**src/rtl/addsub_pipe.sv**
```systemverilog
// Pipelined add/subtract unit with signed/unsigned flags, optional saturation
// and valid/ready handshakes; arithmetic happens in slot 0, later slots only carry it forward.
module addsub_pipe #(
  parameter int WIDTH    = 64,
  parameter int STAGES   = 2,
  parameter bit SATURATE = 1'b0
) (
  input  logic             clk,
  input  logic             rst,
  input  logic             in_valid,
  output logic             in_ready,
  input  logic [WIDTH-1:0] a,
  input  logic [WIDTH-1:0] b,
  input  logic             op,
  input  logic             signed_mode,
  output logic             out_valid,
  input  logic             out_ready,
  output logic [WIDTH-1:0] result,
  output logic             carry,
  output logic             overflow
);

  localparam logic [WIDTH-1:0] L_UMAX = '1;
  localparam logic [WIDTH-1:0] L_SMAX = {1'b0, {(WIDTH-1){1'b1}}};
  localparam logic [WIDTH-1:0] L_SMIN = {1'b1, {(WIDTH-1){1'b0}}};

  logic [WIDTH:0]   w_sum;
  logic [WIDTH-1:0] w_res;
  logic             w_carry;
  logic             w_sov;
  logic             w_ovf;

  logic [STAGES-1:0] r_vld;
  logic [STAGES-1:0] r_cy;
  logic [STAGES-1:0] r_ov;
  logic [WIDTH-1:0]  r_res [STAGES];
  logic [STAGES-1:0] w_en;
  logic [STAGES-1:0] w_adv;

  always_comb begin
    w_sum   = op ? ({1'b0, a} - {1'b0, b}) : ({1'b0, a} + {1'b0, b});
    w_carry = w_sum[WIDTH];
    // On overflow the true result always carries the sign of a.
    if (op) w_sov = (a[WIDTH-1] != b[WIDTH-1]) && (w_sum[WIDTH-1] != a[WIDTH-1]);
    else    w_sov = (a[WIDTH-1] == b[WIDTH-1]) && (w_sum[WIDTH-1] != a[WIDTH-1]);
    w_ovf = signed_mode ? w_sov : w_carry;
    w_res = w_sum[WIDTH-1:0];
    if (SATURATE) begin
      if (signed_mode && w_sov)        w_res = a[WIDTH-1] ? L_SMIN : L_SMAX;
      else if (!signed_mode && w_carry) w_res = op ? '0 : L_UMAX;
    end
  end

  // A slot may load when it is empty or its content moves on this cycle;
  // this ripples from the output back to in_ready so a full pipe never bubbles.
  always_comb begin : ctl
    logic v_en;
    v_en  = out_ready;
    w_en  = '0;
    w_adv = '0;
    for (int k = STAGES - 1; k >= 0; k--) begin
      w_adv[k] = r_vld[k] & v_en;
      w_en[k]  = ~r_vld[k] | w_adv[k];
      v_en     = w_en[k];
    end
  end

  always_ff @(posedge clk or posedge rst) begin
    if (rst) begin
      r_vld <= '0;
      r_cy  <= '0;
      r_ov  <= '0;
      for (int k = 0; k < STAGES; k++) r_res[k] <= '0;
    end else begin
      if (w_en[0]) begin
        r_vld[0] <= in_valid;
        if (in_valid) begin
          r_res[0] <= w_res;
          r_cy[0]  <= w_carry;
          r_ov[0]  <= w_ovf;
        end
      end
      for (int k = 1; k < STAGES; k++) begin
        if (w_en[k]) begin
          r_vld[k] <= r_vld[k-1];
          if (r_vld[k-1]) begin
            r_res[k] <= r_res[k-1];
            r_cy[k]  <= r_cy[k-1];
            r_ov[k]  <= r_ov[k-1];
          end
        end
      end
    end
  end

  assign in_ready  = w_en[0];
  assign out_valid = r_vld[STAGES-1];
  assign result    = r_res[STAGES-1];
  assign carry     = r_cy[STAGES-1];
  assign overflow  = r_ov[STAGES-1];

endmodule

```
**config.mk**
```make
export PLATFORM = sky130hd
export DESIGN_NAME = addsub_pipe
export DESIGN_NICKNAME = d
export VERILOG_FILES = /design/src/rtl/addsub_pipe.sv
export SDC_FILE = /design/constraint.sdc
export NUM_CORES = 1
export LEC_CHECK = 0
export BUFFER_PORTS_ARGS = -buffer_cell sky130_fd_sc_hd__buf_2
export CAP_MARGIN = 15
export CORE_UTILIZATION = 34
export DETAILED_ROUTE_END_ITERATION = 7
export GPL_TIMING_DRIVEN = 0
export PLACE_DENSITY = 0.57
export SYNTH_ARGS = -nofsm -noshare
export SYNTH_HDL_FRONTEND = slang
export SYNTH_SLANG_ARGS = --single-unit
```
**constraint.sdc**
```tcl
create_clock -name clk -period 4.25 [get_ports clk]
set_clock_uncertainty 0.05 [all_clocks]
set_input_delay 0.2125 -clock clk [delete_from_list [all_inputs] [get_ports clk]]
set_output_delay 0.2125 -clock clk [all_outputs]
set_load 0.05 [all_outputs]
```
[Yosys cells after proc, flatten, opt, wreduce, memory -nomap -nowiden]
Index checks and enable logic that the tools add are counted.
Word-level totals
  register bits after elaboration: 134
  output and inout bits: 68
  input bits: 134
Operators by class
  equality and inequality tests: 3
  bitwise logic cells: 6
  $add $sub $neg: 2
  reductions and logical operators: 4
  multiplexer cells: 3
Operator list (count)
  $add 64x64->65: 1
  $mux 65: 1
  $sub 64x64->65: 1
  $reduce_and 2->1: 2
  $and 1x1->1: 2
  $logic_and 1x1->1: 2
  $mux 1: 2
  $ne 1x1->1: 2
  $not 1->1: 2
  $or 1x1->1: 2
  $eq 1x1->1: 1

[Longest topological paths before layout]
  word-level depth: 6
  mapped depth: 22
  depth with buffers taken out: 20

[Least setup slack after synthesis]
Ideal clock, no wire load.
  path type: input to register
  start: input port b[12]
  end: register r_ov[0]
  stages: 20
  path slack: -0.368 ns
  buffers on the path: 2
  data required time: 4.105 ns
  data arrival time: 4.473 ns
  setup time: 0.095 ns
  cells stage by stage: or4_4 nor4_1 and3_1 buf_2 nand2_1 nor4_4 and3b_1 nor2_1 xnor2_1 ha_1 clkbuf_1 nand2_1 nor2_1 nand3_1 or2_2 o21ai_0 o221ai_1 xnor2_2 and2b_1 o31ai_1
On the way
  cells in the longest elaborated chain, start to end: 6
  elaborated cells on any way between the ends: 8
  classes of those cells: add/sub (2); eq/ne (1); mux (3); reduce/logical (2)
RTL lines
  from (decl): RTL line 13  | input logic [WIDTH-1:0] b,
  $add 64x64->65 or $sub 64x64->65 (tied branches): RTL line 41  | w_sum = op ? ({1'b0, a} - {1'b0, b}) : ({1'b0, a} + {1'b0, b});
  $mux 65 (*): RTL line 41
  $ne 1x1->1: RTL line 44, 45
  $logic_and 1x1->1, on equally long branches: RTL line 45, 44
  $mux 1: RTL line 44  | if (op) w_sov = (a[WIDTH-1] != b[WIDTH-1]) && (w_sum[WIDTH-1] != a[WIDTH-1]);
  $mux 1 (*): RTL line 46  | w_ovf = signed_mode ? w_sov : w_carry;
  to (signal assigned): RTL line 80  | r_ov[0] <= w_ovf;
  to (signal, indexed assignment): RTL line 89  | r_ov[k] <= r_ov[k-1];
  to (decl): RTL line 35  | logic [STAGES-1:0] r_ov;
Every way passes the cells marked *; elsewhere a longest branch is shown, timed or not.
A chain may end at the register's enable or synchronous reset.

[Final worst setup path]
  start: input port b[30]
  end: register r_ov[0]
The elaborated chain is that of the path after synthesis.

==> results_dict.tcl <==
set metrics [dict create \
    drtAntennaViolNets 0 \
    ys_seq_elements 134 \
    status "complete, but fails checks" \
    grt_pass1_vias 9150 \
    cts_buffers 17 \
    layout_common_cells "buf_2, dfrtp_1, nand2_1" \
    end_kind "register" \
    p_per_area_nw_per_um2 507 \
    async_flop_share 1.00 \
    antenna_found_initial 0 \
    critPathArrivalTime_ns 4.67 \
    max-cap-violations 0 \
    grt_overflow 0 \
    postLayoutSetupSlackWorst_ns -0.147 \
    hold_viol 0 \
    start_kind "input port" \
    grt_max_degree 75 \
    final_area_um2 13700 \
    clock.fmax_ghz 0.227 \
    fp.dieW_um 178 \
    yosysWarnings 0 \
    synth.distinct_cells 72 \
    num-fill-cells 3095 \
    die_y_um 178 \
    cp_max_fo 7 \
    final_nets 1694 \
    multiInputGateArea_um2 7000 \
    wl_per_cell_um 16.5 \
    final_min_period_over_clock_period 1.03 \
    cts_sinks 134 \
    max-vdd-ir-drop_mv 0.305 \
    cts_buffer_depth 2 \
    first_pass_iters 7 \
    cts_tree "yes" \
    grt_pass1_wl_um 48600 \
    critical_path_required_ns 4.52 \
    worstSetupPathType "in -> reg" \
    placed_area_um2 12100 \
    syn_to_final_growth_pct 30.2 \
    row_count 64 \
    synth.avg_cell_area_um2 8.54 \
    synth-main-ff-cell "dfrtp_1" \
    violations "setup timing" \
    drive_gt1_frac 0.370 \
    via_per_inst 5.07 \
    start_util 0.345 \
    ctsRootBufferMaster "clkbuf_16" \
    dr_total_vias 9642 \
    io_buffers 201 \
    route.detailed.drc 0 \
    drt-total-wl_um 31500 \
    finalSetupViolations 2 \
    rsz0062_at_grt "true" \
    layout_commonest_cell "buf_2" \
    grt_usage 0.198 \
    drv_slew 0 \
    worst_pin_slew_ns 0.788 \
    clock_latency_ns 0.42 \
    synthCells 1235 \
    io_pins 202 \
    syn_nets 1435 \
    syn_area_um2 10500 \
    die_area_um2 31700 \
    whs_ns 0.0353 \
    fin_setup_tns_ns -0.216 \
    htreeDepth 4 \
    dp_hpwl_um 24800 \
    antenna_cells 0 \
    clk_pin_slew_ns 0.06 \
    slew_headroom 0.474 \
    period_needed_ns 4.40 \
    hp-class "in -> reg" \
    seqCellArea_um2 3350 \
    gp_congestion 0.872 \
    first_iter_violations 561 \
    core_um2 30600 \
    synth_edf_count 0 \
    synth_seq_area_share 0.318 \
    p_leak_nw 6.28 \
]
[layout make-up]
cell class                      instances  share of cell area
Timing Repair Buffer                  258               0.110
Buffer                                102              0.0471
Clock buffer                           18              0.0313
Clock inverter                         14              0.0118
Inverter                               32             0.00911
Multi-Input combinational cell        949               0.510
Sequential cell                       134               0.244
Tap cell                              396              0.0361
[per-stage QoR]
stage / setup WS (ns) / util / total power [mW] / std cells
final: -0.147 / 0.449 / 6.96 / 1903
after global routing: -0.293 / 0.449 / 7.37 / 1903
after floorplan: -0.0894 / - / 4.48 / 1235
after global placement: -1.60 / 0.395 / 5.26 / 1832
after detailed placement: -1.55 / 0.396 / 5.30 / 1833
after CTS: -0.186 / 0.433 / 6.89 / 1883
[power by group]
group          internal [mW]  switching (mW)
Sequential              1.72           0.229
Combinational           1.35            2.19
Clock                  0.879           0.596
Total                   3.95            3.02
[logic make-up after synthesis]
logic type / synth area share
mux: 0.0724
compound gates: 0.184
buf+inv: 0.0772
simple gates: 0.167
flops: 0.318
xor+xnor: 0.103
fa+ha+maj: 0.0790
[flip-flops by register name, summed over array words and instances (netlist names)]
signal and count:
r_cy 2, r_ov 2, r_res 64, r_vld 2
result 64
[worst paths after layout]
check / from / end / slack (ns) / depth (start not counted)
setup reg to reg: r_vld[1] / r_res[67] / 1.71 / 7
setup / recovery: b[30] / r_ov[0] / -0.15 / 18
max in group asynchronous: rst / r_res[76] / 3.02 / 4
hold reg to reg: r_res[100] / r_res[100] / 0.41 / 2
hold / removal: out_ready / r_vld[1] / 0.04 / 3
min in group asynchronous: rst / r_vld[1] / 0.37 / 3
[layer usage]
metal | global-route usage | vias up | share of wire
met5 | 0 | - | 0
met4 | 0.0467 | 0 | 0.011
met3 | 0.0217 | 25 | 0.034
met2 | 0.308 | 197 | 0.45
met1 | 0.292 | 4571 | 0.50
li1 | - | 4849 | -
[cell usage after synthesis (all sizes together), types with 4 or more instances]
cell type,number,area (µm²)
nor2,85,319
nor4,12,96.3
nand3,9,45.0
a211oi,9,67.6
ha,65,813
nand2,139,522
a31oi,13,81.3
or3,13,86.3
xnor2,100,883
o21bai,11,82.6
nor2b,7,43.8
and3,9,56.3
clkbuf,50,188
nor3,27,146
o31ai,6,45.0
a21oi,123,619
buf,70,507
o211ai,5,37.5
o21ai,106,531
dfrtp,134,3350
or4,7,60.1
a21o,24,180
mux2,66,743
xor2,23,201
inv,32,120
and2,5,31.3
o21a,4,30.0
nand4,22,138
nand2b,11,68.8
[worst max-delay path, stage by stage]
cell and delay, ns:
buf_6 0.09, or4_4 0.53, or3_4 0.35, or3b_4 0.47
nor3_4 0.20, nor3b_4 0.26, buf_12 0.15, and3b_4 0.23
a21oi_1 0.08, xnor2_1 0.15, ha_2 0.41, nand4_1 0.11
buf_4 0.17, nor4_4 0.26, a21oi_4 0.13, or4_1 0.48
o2111a_1 0.16, o31ai_1 0.19
[timing repair]
item | 4_1_cts | 5_1_grt
setup buffers | 29 | 25
hold endpoints to repair | 61 | 0
endpoints found under the setup margin | 34 | 24
resized for setup | 70 | 96
hold buffers | 2 | 0
pin swaps | 33 | 56
No activity file was read; power rests on OpenSTA's default activity.
